`src/rtl/op_uart_responder.sv`:
```
// Byte-stream responder: assembles 0xA5-framed operands, drives the operator, returns 0x5A + result.
// Latency: final rhs byte to tx_valid is SETTLE_CYCLES+1 cycles; tx holds stable under tx_ready backpressure.
module op_uart_responder #(
  parameter int OPERAND_WIDTH = 8,
  parameter int SETTLE_CYCLES = 2
) (
  input  logic                     clk,
  input  logic                     rst,
  input  logic [7:0]               rx_data,
  input  logic                     rx_valid,
  output logic                     rx_ready,
  output logic [7:0]               tx_data,
  output logic                     tx_valid,
  input  logic                     tx_ready,
  output logic [OPERAND_WIDTH-1:0] op_lhs,
  output logic [OPERAND_WIDTH-1:0] op_rhs,
  input  logic [OPERAND_WIDTH-1:0] op_result,
  output logic                     busy,
  output logic [7:0]               drop_count
);

  localparam int NBYTES = (OPERAND_WIDTH + 7) / 8;
  localparam int IDXW   = $clog2(NBYTES + 1);
  localparam int CNTW   = $clog2(SETTLE_CYCLES + 1);
  localparam int W      = OPERAND_WIDTH;

  typedef enum logic [2:0] {IDLE, RX_LHS, RX_RHS, WAIT, TX} state_t;

  state_t            state_q, state_d;
  logic [IDXW-1:0]   idx_q;
  logic [CNTW-1:0]   cnt_q;
  logic [W-1:0]      lhs_sh, rhs_sh, res_q;
  logic [W-1:0]      lhs_next, rhs_next;
  logic [IDXW+2:0]   sh;
  logic [7:0]        tx_byte;
  logic              rx_fire, tx_fire, last_byte, tx_last;

  assign rx_fire   = rx_valid && rx_ready;
  assign tx_fire   = tx_valid && tx_ready;
  assign last_byte = (idx_q == IDXW'(NBYTES - 1));
  assign tx_last   = (idx_q == IDXW'(NBYTES));
  assign busy      = (state_q != IDLE);

  // Byte idx lands at bit 8*idx; anything shifted above the operand width falls off.
  assign sh       = {idx_q, 3'b000};
  assign lhs_next = (lhs_sh & ~(W'(8'hFF) << sh)) | (W'(rx_data) << sh);
  assign rhs_next = (rhs_sh & ~(W'(8'hFF) << sh)) | (W'(rx_data) << sh);
  assign tx_byte  = 8'(res_q >> sh);

  always_ff @(posedge clk or posedge rst) begin
    if (rst) state_q <= IDLE;
    else     state_q <= state_d;
  end

  always_comb begin
    state_d  = state_q;
    rx_ready = 1'b0;
    case (state_q)
      IDLE: begin
        rx_ready = 1'b1;
        if (rx_valid && rx_data == 8'hA5) state_d = RX_LHS;
      end
      RX_LHS: begin
        rx_ready = 1'b1;
        if (rx_valid && last_byte) state_d = RX_RHS;
      end
      RX_RHS: begin
        rx_ready = 1'b1;
        if (rx_valid && last_byte) state_d = WAIT;
      end
      WAIT:    if (cnt_q == '0) state_d = TX;
      TX:      if (tx_fire && tx_last) state_d = IDLE;
      default: state_d = IDLE;
    endcase
  end

  always_ff @(posedge clk or posedge rst) begin
    if (rst) begin
      idx_q      <= '0;
      cnt_q      <= '0;
      lhs_sh     <= '0;
      rhs_sh     <= '0;
      res_q      <= '0;
      op_lhs     <= '0;
      op_rhs     <= '0;
      tx_data    <= 8'h00;
      tx_valid   <= 1'b0;
      drop_count <= 8'h00;
    end else begin
      case (state_q)
        IDLE: if (rx_fire) begin
          if (rx_data == 8'hA5)        idx_q      <= '0;
          else if (drop_count != 8'hFF) drop_count <= drop_count + 8'd1;
        end
        RX_LHS: if (rx_fire) begin
          lhs_sh <= lhs_next;
          idx_q  <= last_byte ? '0 : idx_q + 1'b1;
        end
        RX_RHS: if (rx_fire) begin
          rhs_sh <= rhs_next;
          if (last_byte) begin
            idx_q  <= '0;
            op_lhs <= lhs_sh;
            op_rhs <= rhs_next;
            cnt_q  <= CNTW'(SETTLE_CYCLES);
          end else begin
            idx_q <= idx_q + 1'b1;
          end
        end
        WAIT: begin
          if (cnt_q == '0) begin
            res_q    <= op_result;
            tx_data  <= 8'h5A;
            tx_valid <= 1'b1;
            idx_q    <= '0;
          end else begin
            cnt_q <= cnt_q - 1'b1;
          end
        end
        TX: if (tx_fire) begin
          // idx counts result bytes already loaded; NBYTES means the last one just left.
          if (!tx_last) begin
            tx_data <= tx_byte;
            idx_q   <= idx_q + 1'b1;
          end else begin
            tx_valid <= 1'b0;
            idx_q    <= '0;
          end
        end
        default: ;
      endcase
    end
  end

endmodule

```
`config.mk`:
```
export PLATFORM = sky130hd
export DESIGN_NAME = op_uart_responder
export DESIGN_NICKNAME = d
export VERILOG_FILES = /design/src/rtl/op_uart_responder.sv
export SDC_FILE = /design/constraint.sdc
export NUM_CORES = 1
export LEC_CHECK = 0
export CAP_MARGIN = 20
export CORE_ASPECT_RATIO = 1.25
export CORE_UTILIZATION = 44
export CTS_CLUSTER_SIZE = 24
export DETAILED_ROUTE_END_ITERATION = 8
export PLACE_DENSITY = 0.75
export SYNTH_ARGS = -nofsm -noshare
export SYNTH_HDL_FRONTEND = slang
export SYNTH_SLANG_ARGS = --single-unit
```
`constraint.sdc`:
```
create_clock -name clk -period 1.9 [get_ports clk]
set_input_delay 0.475 -clock clk [delete_from_list [all_inputs] [get_ports clk]]
set_output_delay 0.475 -clock clk [all_outputs]
set_load 0.05 [all_outputs]
```
Word-level counts from Yosys, hierarchy flattened
Cells that the tools add are included.
{"block": "word_totals", "regBits": 63, "input_bits": 20, "word_cells": 94}
{"block": "classes", "addsub": 3, "n_eq_ne": 20, "shift": 3, "muxes": 27, "bitwise": 7, "reduce_logical": 23}
{"operator": "inequality test 2 bit, second input constant", "count": 13}
{"operator": "two-way mux 8 bit", "count": 3}
{"operator": "bitwise AND 8 bit", "count": 2}
{"operator": "OR 8 bit", "count": 2}
{"operator": "one-hot mux 8 bit (2 select lines)", "count": 1}
{"operator": "AND reduction 4 bit", "count": 4}
{"operator": "two-way mux 3 bit", "count": 5}
{"operator": "one-hot mux 3 bit (5 select lines)", "count": 1}
{"operator": "two-way mux 1 bit", "count": 11}
{"operator": "adder 8 x 1 -> 8 bit, second input constant", "count": 1}
{"operator": "equality test 8 bit, second input constant", "count": 1}
{"operator": "inequality test 8 bit, second input constant", "count": 1}
{"operator": "NOT 8 bit", "count": 1}
{"operator": "left shift 8 x 4 -> 8 bit", "count": 1}
{"operator": "left shift 8 x 4 -> 8 bit, first input constant", "count": 1}
{"operator": "right shift 8 x 4 -> 8 bit", "count": 1}
{"operator": "equality test 3 x 2 -> 1 bit, second input constant", "count": 2}
{"operator": "two-way mux 2 bit", "count": 3}
{"operator": "AND reduction 2 bit", "count": 3}
{"operator": "AND reduction 6 bit", "count": 1}
{"operator": "logical AND 1 bit", "count": 5}
{"operator": "AND reduction 5 bit", "count": 1}
{"operator": "one-hot mux 1 bit (4 select lines)", "count": 1}
{"operator": "one-hot mux 2 bit (2 select lines)", "count": 1}
{"operator": "other kinds (15)", "count": 17}

Logic depth before layout (Yosys ltp)
Gate-level depths: netlist of the first run.
{"block": "logic_depth", "ltp_word": 6, "mapped_depth": 6, "depth_no_buf": 6}

Worst setup path after synthesis of the first run
Ideal clock, no wire load.
{"block": "synth_timing", "path_type": "input to register", "startpoint": "input port rx_data[2]", "endpoint": "register drop_count[5]", "setup_ps": 141, "t_arrival_ps": 1754, "t_required_ps": 1759, "setup_slack_ps": 5, "stages": 4, "n_path_buf": 0, "cell_sequence": "nor4bb_1 a2111o_1 or4_4 xnor2_2"}
{"block": "synth_via", "elab_chain_cells": 3}
{"item": "from (decl)", "line": "9", "source": "input logic [7:0] rx_data,"}
{"item": "equality test 8 bit", "line": "92", "source": "if (rx_data == 8'hA5) idx_q <= '0;"}
{"item": "NOT 1 bit (no source line)"}
{"item": "AND reduction 4 bit (no source line)"}
{"item": "to (signal assigned)", "line": "93", "source": "else if (drop_count != 8'hFF) drop_count <= drop_count + 8'd1;"}
{"item": "to (decl)", "line": "19", "source": "output logic [7:0] drop_count"}
No other way between the ends.
A chain may end at the register's enable or synchronous reset.

Worst setup path in the final report of the first run
{"block": "layout_timing", "startpoint": "input port rx_data[0]", "endpoint": "register drop_count[6]"}
The elaborated chain is that of the path after synthesis.

==> results of run 1 <==
## per-layer routing
layer / routed length (um) / track usage, %
met1: 1850 / 18.7
met2: 2140 / 29.5
met3: 241 / 4.51
met4: 53 / 5.22
met5: 0 / 0
## through the flow
step	hold slack (ns)	setup TNS, ns	std cells
4_1_cts	0.480	0	324
6_report	0.473	0	324
5_1_grt	0.511	-0.00610	324
3_3_place_gp	0.461	-11.60	313
2_1_floorplan	0.452	0	188
3_5_place_dp	0.468	-11.36	313
## cell usage after synthesis, types with 2 or more instances
library cell / instances
or4b_1: 2
nor4bb_1: 2
a31oi_1: 6
inv_1: 13
nand3_1: 9
clkbuf_1: 4
xor2_1: 4
dfrtp_1: 55
mux2_1: 22
nor3_1: 2
a21oi_1: 2
o21ai_1: 4
nand3b_1: 2
ha_1: 2
nand2_1: 11
buf_2: 5
nand4_1: 2
nand2b_1: 2
nor2_1: 10
mux2_2: 12
## area by class of cell
type,instances,share of cell area [%]
Clock inverter,2,1.10
Sequential cell,55,43.1
Inverter,13,1.53
Tap cell,62,2.43
Clock buffer,6,2.59
Timing Repair Buffer,75,20.6
Multi-Input combinational cell,111,28.7
## kinds of logic (layout without fill, tap and decap cells)
| group | Yosys count | in the layout | synth area share, % |
|---|---|---|---|
| buffers and inverters | 22 | 96 | 3.79 |
| adder cells (fa/ha/maj) | 2 | 2 | 1.07 |
| AO/OA/AOI/OAI | 21 | 21 | 6.03 |
| multiplexers | 34 | 34 | 16.3 |
| flip-flops | 55 | 55 | 58.7 |
| XOR/XNOR | 5 | 5 | 2.19 |
| AND/OR/NAND/NOR | 49 | 49 | 11.9 |
## placed cells by master, fill, tap and decap left out, types with 2 or more instances in the layout
| master | synthesis | layout |
|---|---|---|
| a31oi_1 | 6 | 6 |
| inv_1 | 13 | 12 |
| mux2_2 | 12 | 12 |
| mux2_1 | 22 | 22 |
| clkbuf_8 | 0 | 6 |
| a21oi_1 | 2 | 2 |
| nand3_1 | 9 | 9 |
| nand2b_1 | 2 | 2 |
| ha_1 | 2 | 2 |
| nand3b_1 | 2 | 2 |
| nand4_1 | 2 | 2 |
| buf_6 | 0 | 2 |
| clkdlybuf4s50_1 | 0 | 10 |
| o21ai_1 | 4 | 4 |
| buf_12 | 0 | 4 |
| dfrtp_1 | 55 | 54 |
| nor2_1 | 10 | 10 |
| buf_4 | 0 | 50 |
| xor2_1 | 4 | 4 |
| dlygate4sd2_1 | 0 | 9 |
| nand2_1 | 11 | 11 |
## power breakdown
group / internal (W) / switching, W
logic: 0.00120 / 0.00190
registers: 0.00171 / 0.000337
clock network: 0.000427 / 0.000357
## worst paths after layout
kind / cells after the start / end / slack [ns]
hold / removal: 2 / drop_count[3] / 0.47
hold reg to reg: 1 / op_lhs[3] / 0.48
setup reg to reg: 5 / drop_count[6] / 0.09
max in group asynchronous: 3 / op_lhs[0] / 0.97
min in group clk: 1 / op_lhs[3] / 0.48
setup / recovery: 6 / drop_count[6] / 0.03
## what timing repair did
action / 4_1_cts / 5_1_grt
endpoints found under the setup margin: 24 / 5
setup buffers: 3 / 0
pin swaps: 2 / 2
gates resized for setup: 15 / 3
hold endpoints to repair: 0 / 0
==> impl_metrics.env, run 1 <==
export IMPL_drt_iter0_drc=60
export IMPL_multi_input_area_um2=916
export IMPL_grt_pass1_vias=1698
export IMPL_drc=0
export IMPL_synthCells=188
export IMPL_syn_nets=210
export IMPL_core_area_mm2=0.00512
export IMPL_power_w=0.00593
export IMPL_worstPathCellList="dlygate4sd2_1 > nor4bb_4 > a2111o_1 > buf_4 > nor3_2 > mux2_1"
export IMPL_design_area_mm2=0.00319
export IMPL_min_period_over_period_pct=98.2
export IMPL_finalMaxSlewViolations=0
export IMPL_status="finished, final reports clean"
export IMPL_wl_um=4280
export IMPL_ys_warnings_count=0
export IMPL_hold_violations=0
export IMPL_synth_seq_area_share_pct=58.7
export IMPL_drv_cap=0
export IMPL_vias=1662
export IMPL_arrival_ns=2.05
export IMPL_synth_seq_cells=55
export IMPL_die_h_um=83.6
export IMPL_seq_area_mm2=0.00138
export IMPL_io_buffers=54
export IMPL_die_area_mm2=0.00563
export IMPL_insertion_delay_ns=0.30
export IMPL_finalSetupViolCount=0
export IMPL_timing_rr_start="state_q[1]"
export IMPL_avgSynthCellArea_um2=12.5
export IMPL_gp_congestion=0.772
export IMPL_areaGrowthSynthToFinish_pct=36.2
export IMPL_crit_start="rx_data[0]"
export IMPL_power_leakage_nw=1.50
export IMPL_fmax_mhz=536
export IMPL_worstPathMaxFanout=5
export IMPL_ys_top_cells_by_area="dfrtp_1 59%, mux2_1 11%, mux2_2 5.8%, inv_1 2.1%, nand3_1 1.9%"
export IMPL_period_minus_slack_ns=1.87
export IMPL_crit_type="input port to register"
export IMPL_antenna_found_initial=0
export IMPL_cts_made_buffers=5
export IMPL_antennaDiodeCount=0
export IMPL_cts_tree="done"
export IMPL_fin_ws_ns=0.0345
export IMPL_crit_buf_inv=2
export IMPL_synth_top_area_share_pct=58.7
export IMPL_synth_edf_count=0
export IMPL_crit_slowest_cell="a2111o_1"
export IMPL_postRouteAntennaNets=0
export IMPL_cts_max_level=2
export IMPL_drive_gt1_share_pct=33.2
export IMPL_pre_cts_ws_ns=-0.463
export IMPL_clock_root_buffer="clkbuf_8"
export IMPL_startpoint_type="input port"
export IMPL_hpwl_um=3120
export IMPL_ctsHoldBuffers=0
export IMPL_endpoint_kind="register"
export IMPL_start_util_pct=45.9
export IMPL_row_count=29
export IMPL_peakVddDrop_v=0.000899
export IMPL_synth_largest_area_cell="dfrtp_1"
export IMPL_synth_cell_types=37
export IMPL_max_stage_delay_ns=0.49
export IMPL_drt_pass1_iterations=4
export IMPL_placed_area_mm2=0.00302
export IMPL_clock_path_buffers=2
export IMPL_grt_pass1_wl_um=7160
export IMPL_clkSinkCount=55
export IMPL_grt_max_degree=24
export IMPL_dieWidth_um=67.3
export IMPL_clkTransAtPathRegs_ns=0.09
export IMPL_grt_total_usage_pct=16.7
export IMPL_relSlewSlack_pct=72.1
export IMPL_skew_ns=0.00559
export IMPL_routed_via_density=5.13
export IMPL_hold_path_class="input port to asynchronous set/reset pin"
export IMPL_powerDensity_mw_per_mm2=1860
export IMPL_rsz0062_at_grt="true"
export IMPL_worstMarginPinSlew_ns=0.417
export IMPL_wl_per_cell_um=13.2
export IMPL_globalRoute_totalOverflow=0
export IMPL_synth_ff_type="dfrtp_1"
export IMPL_postLayoutCoreUtil_pct=62.4
export IMPL_fillers=413
export IMPL_synth_area_mm2=0.00235
export IMPL_crit_family="compound AO/OA/AOI/OAI gates"
export IMPL_cp_required_ns=2.09
export IMPL_synthArstFlopShare_pct=100
export IMPL_io_pins=55
export IMPL_final_nets=283
(Power assumes the default switching activity.)
==> run 2, diff against run 1 <==
--- a/config.mk
+++ b/config.mk
@@ -11,6 +11,7 @@
 export CTS_CLUSTER_SIZE = 24
 export DETAILED_ROUTE_END_ITERATION = 8
 export PLACE_DENSITY = 0.75
+export SETUP_SLACK_MARGIN = 0.4
 export SYNTH_ARGS = -nofsm -noshare
 export SYNTH_HDL_FRONTEND = slang
 export SYNTH_SLANG_ARGS = --single-unit
==> run 2 against run 1 <==
Compared with the run above:
- non-clock buffer count up 15
- highest routed layer unchanged
- critical endpoint is now busy
- setup slack better by 0.022 ns
- largest cell class unchanged
- sequential power up 2%
- hold slack better by 0.026 ns
==> impl_metrics.env, run 2 (same netlist as run 1, synthesis figures left out) <==
export IMPL_powerDensity_mw_per_mm2=1860
export IMPL_insertion_delay_ns=0.30
export IMPL_wl_um=5380
export IMPL_dieWidth_um=67.3
export IMPL_antennaDiodeCount=0
export IMPL_startpoint_type="register"
export IMPL_worstMarginPinSlew_ns=0.552
export IMPL_final_common_cell="dfrtp_1"
export IMPL_die_h_um=83.6
export IMPL_worstPathMaxFanout=2
export IMPL_gp_congestion=0.829
export IMPL_clock_path_buffers=2
export IMPL_clkSinkCount=55
export IMPL_crit_type="register to output port"
export IMPL_skew_ns=0.0130
export IMPL_hold_path_class="register to register"
export IMPL_fmax_mhz=542
export IMPL_routed_via_density=5.22
export IMPL_crit_end="busy"
export IMPL_hold_violations=0
export IMPL_drt_iter0_drc=51
export IMPL_drc=0
export IMPL_period_minus_slack_ns=1.84
export IMPL_drive_gt1_share_pct=52.7
export IMPL_cts_tree="done"
export IMPL_drv_cap=0
export IMPL_power_w=0.00666
export IMPL_clock_root_buffer="clkbuf_8"
export IMPL_min_delay_start="drop_count[0]"
export IMPL_clkTransAtPathRegs_ns=0.09
export IMPL_timing_rr_start="state_q[2]"
export IMPL_p_seq_share_pct=31.5
export IMPL_die_area_mm2=0.00563
export IMPL_design_area_mm2=0.00358
export IMPL_min_period_over_period_pct=97.0
export IMPL_wl_per_cell_um=15.9
export IMPL_row_count=29
export IMPL_final_cell_mix="49 x dfrtp_1, 47 x buf_4, 22 x mux2_4"
export IMPL_endpoint_kind="output port"
export IMPL_reg2reg_to="drop_count[1]"
export IMPL_finalMaxSlewViolations=0
export IMPL_grt_total_usage_pct=20.4
export IMPL_crit_start="state_q[1]"
export IMPL_power_share_switching_pct=43.3
export IMPL_power_leakage_nw=1.71
export IMPL_postRouteAntennaNets=0
export IMPL_internal_power_w=0.00378
export IMPL_p_sw_w=0.00288
export IMPL_cts_max_level=2
export IMPL_arrival_ns=1.37
export IMPL_ctsHoldBuffers=0
export IMPL_r2r_slack_ns=0.06
export IMPL_core_area_mm2=0.00512
export IMPL_cts_made_buffers=5
export IMPL_placed_area_mm2=0.00315
export IMPL_peakVddDrop_v=0.00121
export IMPL_drt_pass1_iterations=4
export IMPL_start_util_pct=45.9
export IMPL_finalSetupViolCount=0
export IMPL_hpwl_um=3320
export IMPL_rsz0062_at_grt="true"
export IMPL_io_buffers=54
export IMPL_status="finished, final reports clean"
export IMPL_rr_worst_depth=6
export IMPL_cp_required_ns=1.42
export IMPL_globalRoute_totalOverflow=0
export IMPL_power_frac_comb_pct=58.4
export IMPL_vias=1770
export IMPL_grt_pass1_vias=1862
export IMPL_areaGrowthSynthToFinish_pct=52.5
export IMPL_antenna_found_initial=0
export IMPL_relSlewSlack_pct=63.2
export IMPL_final_nets=298
export IMPL_grt_pass1_wl_um=8640
export IMPL_grt_max_degree=34
export IMPL_io_pins=55
export IMPL_clockPowerShare_pct=10.1
run 2: cell count changes in the layout (fill, tap and decap cells not counted), moves of 3 or more:
| cell | before | now |
|---|---|---|
| nor2_1 | 10 | 7 |
| buf_4 | 50 | 47 |
| clkdlybuf4s15_1 | 0 | 4 |
| mux2_4 | 0 | 22 |
| mux2_1 | 22 | 0 |
| dfrtp_2 | 1 | 6 |
| dfrtp_1 | 54 | 49 |
| dlygate4sd2_1 | 9 | 3 |
| buf_6 | 2 | 18 |
run 2: routing by layer:
| layer | share of wire [%] | global-route usage [%] |
|---|---|---|
| met1 | 39 | 22.4 |
| met2 | 56 | 36.3 |
| met3 | 3.5 | 5.05 |
| met4 | 2.0 | 8.12 |
| met5 | 0 | 0 |
run 2: final cells by class:
cell class	count	area, um^2
multi-input combinational	111	1120
sequential	55	1380
timing repair buffer	90	850
tap	62	77.6
inverter	13	52.6
clock inverter	1	8.76
clock buffer	7	86.3
fill	361	1540
run 2: how the worst min path moves through the flow:
stage | end | slack, ns | depth (start not counted)
2_1_floorplan | op_lhs[1] | 0.48 | 1
3_3_place_gp | op_lhs[1] | 0.48 | 1
3_5_place_dp | drop_count[0] | 0.49 | 1
4_1_cts | drop_count[0] | 0.50 | 1
5_1_grt | op_rhs[7] | 0.51 | 3
6_report | drop_count[0] | 0.50 | 1
run 2: critical path: stages, from the launching register on:
cell and delay, ns:
dfrtp_1 0.40, buf_6 0.13, or3_4 0.39, buf_8 0.16
run 2: power groups by stage:
stage / Clock, W / Combinational, W / Sequential (W)
global placement: 0 / 0.00330 / 0.00209
finish: 0.000674 / 0.00389 / 0.00210
detailed placement: 0 / 0.00337 / 0.00211
floorplan: 0 / 0.00140 / 0.00312
global route: 0.000739 / 0.00410 / 0.00216
CTS: 0.000691 / 0.00374 / 0.00208
run 2: per-stage QoR:
step | hold slack, ns | worst slack, ns | util [%] | setup TNS, ns | instances
final | 0.499 | 0.0566 | 69.9 | 0 | 339
after global routing | 0.509 | 0.00218 | 69.9 | 0 | 339
after CTS | 0.504 | 0.0510 | 68.2 | 0 | 336
after detailed placement | 0.489 | -0.478 | 61.5 | -11.77 | 315
after global placement | 0.483 | -0.455 | 61.5 | -11.22 | 315
after floorplan | 0.476 | 0.0154 | - | 0 | 188
run 2: repair_timing:
| action | 4_1_cts | 5_1_grt |
|---|---|---|
| resized for setup | 50 | 18 |
| buffers inserted | 11 | 3 |
| cloned | 2 | 0 |
| endpoints found under the setup margin | 39 | 52 |
| pin swaps | 11 | 6 |
==> run 3, diff against run 2 <==
--- a/config.mk
+++ b/config.mk
@@ -10,8 +10,10 @@
 export CORE_UTILIZATION = 44
 export CTS_CLUSTER_SIZE = 24
 export DETAILED_ROUTE_END_ITERATION = 8
+export MAX_ROUTING_LAYER = met4
 export PLACE_DENSITY = 0.75
 export SETUP_SLACK_MARGIN = 0.4
+export SLEW_MARGIN = 10
 export SYNTH_ARGS = -nofsm -noshare
 export SYNTH_HDL_FRONTEND = slang
 export SYNTH_SLANG_ARGS = --single-unit
==> run 3 against run 2 <==
Compared with the run above:
- clock skew increased by 0.00099 ns
- sequential cell count unchanged
- clock-buffer cell count unchanged
- clock power about the same
- design area unchanged
- critical path type is now register to register
- critical endpoint is now drop_count[1]
==> impl_metrics.env, run 3 (same netlist as run 1, synthesis figures left out) <==
export IMPL_status="finished, final reports clean"
export IMPL_dieWidth_um=67.3
export IMPL_final_common_cell="dfrtp_1"
export IMPL_worstMarginPinSlew_ns=0.551
export IMPL_cts_max_level=2
export IMPL_grt_total_usage_pct=21.0
export IMPL_grt_pass1_wl_um=8640
export IMPL_areaGrowthSynthToFinish_pct=52.5
export IMPL_wl_per_cell_um=15.8
export IMPL_endpoint_kind="register"
export IMPL_drive_gt1_share_pct=52.7
export IMPL_final_nets=298
export IMPL_hold_violations=0
export IMPL_finalMaxSlewViolations=0
export IMPL_insertion_delay_ns=0.30
export IMPL_vias=1756
export IMPL_fmax_mhz=542
export IMPL_power_share_switching_pct=43.2
export IMPL_clock_root_buffer="clkbuf_8"
export IMPL_power_leakage_nw=1.71
export IMPL_hpwl_um=3320
export IMPL_ctsHoldBuffers=0
export IMPL_start_util_pct=45.9
export IMPL_routed_via_density=5.18
export IMPL_finalSetupViolCount=0
export IMPL_powerDensity_mw_per_mm2=1860
export IMPL_finalSetupTns_ns=0
export IMPL_die_area_mm2=0.00563
export IMPL_rsz0062_at_grt="true"
export IMPL_drt_pass1_iterations=4
export IMPL_antenna_found_initial=0
export IMPL_cp_required_ns=2.08
export IMPL_drc=0
export IMPL_grt_pass1_vias=1857
export IMPL_io_pins=55
export IMPL_arrival_ns=2.03
export IMPL_gp_congestion=0.841
export IMPL_die_h_um=83.6
export IMPL_power_w=0.00666
export IMPL_p_seq_share_pct=31.5
export IMPL_core_area_mm2=0.00512
export IMPL_cts_made_buffers=5
export IMPL_p_sw_w=0.00288
export IMPL_clock_path_buffers=2
export IMPL_crit_type="register to register"
export IMPL_globalRoute_totalOverflow=0
export IMPL_final_cell_mix="49 x dfrtp_1, 47 x buf_4, 22 x mux2_4"
export IMPL_relSlewSlack_pct=63.2
export IMPL_internal_power_w=0.00378
export IMPL_peakVddDrop_v=0.00121
export IMPL_period_minus_slack_ns=1.85
export IMPL_drv_cap=0
export IMPL_cts_tree="done"
export IMPL_postRouteAntennaNets=0
export IMPL_grt_max_degree=34
export IMPL_skew_ns=0.0140
export IMPL_power_frac_comb_pct=58.4
export IMPL_clkSinkCount=55
export IMPL_antennaDiodeCount=0
export IMPL_clkTransAtPathRegs_ns=0.10
export IMPL_startpoint_type="register"
export IMPL_row_count=29
export IMPL_drt_iter0_drc=57
export IMPL_io_buffers=54
export IMPL_worstPathMaxFanout=4
export IMPL_hold_path_class="register to register"
export IMPL_wl_um=5360
export IMPL_min_period_over_period_pct=97.2
export IMPL_clockPowerShare_pct=10.2
==> run 3: final timing paths <==
| check | cells past startpoint | start | slack, ns | endpoint |
|---|---|---|---|---|
| max | 6 | state_q[2] | 0.05 | drop_count[1] |
| min | 1 | drop_count[0] | 0.50 | drop_count[0] |
| max reg2reg | 6 | state_q[2] | 0.05 | drop_count[1] |
| min reg2reg | 1 | drop_count[0] | 0.50 | drop_count[0] |
| max in group asynchronous | 3 | rst | 1.06 | asynchronous set/reset pin |
| min in group asynchronous | 3 | rst | 0.56 | drop_count[3] |
==> run 3: cell type report <==
| type | instances | area [um^2] |
|---|---|---|
| clock buffers | 7 | 86.3 |
| inverters | 13 | 52.6 |
| multi-input cells | 111 | 1120 |
| fillers | 361 | 1540 |
| repair buffers | 90 | 850 |
| flip-flops and latches | 55 | 1380 |
| well taps | 62 | 77.6 |
| clock inverters | 1 | 8.76 |
==> run 3: power by group through the flow <==
stage                     logic (W)  clock network, W  registers (W)
after floorplan             0.00140                 0        0.00312
after global placement      0.00330                 0        0.00209
after detailed placement    0.00337                 0        0.00211
after CTS                   0.00374          0.000691        0.00208
after global routing        0.00410          0.000739        0.00216
final                       0.00388          0.000676        0.00209
==> run 3: per-layer routing <==
metal  vias to the layer above  wire [um]  GRT usage (%)  part of all wire, %
met3                        11        196           5.05                  3.7
met4                         0        105           8.12                  2.0
met5                         -          0              -                    0
met1                       863       2090           22.2                   39
met2                        44       2970           36.4                   55
li1                        838          -              -                    -
==> run 3: critical path: stages, from the launching register on <==
cell      delay, ns
dfrtp_1        0.40
nand2b_4       0.16
a2111o_1       0.48
buf_4          0.18
buf_6          0.11
nor2_4         0.09
mux2_4         0.30
==> run 3: repair_timing <==
item / 4_1_cts / 5_1_grt
gates cloned: 2 / 0
resized for setup: 50 / 18
pin swaps: 11 / 6
setup endpoints to repair: 39 / 52
setup buffers: 11 / 3
==> run 3: stage by stage <==
| step | setup slack, ns | utilization, % | instance area [um^2] | instances | hold slack (ns) |
|---|---|---|---|---|---|
| floorplan | 0.0154 | - | 2510 | 188 | 0.476 |
| CTS | 0.0510 | 68.2 | 3490 | 336 | 0.504 |
| global route | 0.00218 | 69.9 | 3580 | 339 | 0.509 |
| detailed placement | -0.478 | 61.5 | 3150 | 315 | 0.489 |
| global placement | -0.455 | 61.5 | 3150 | 315 | 0.483 |
| finish | 0.0536 | 69.9 | 3580 | 339 | 0.499 |
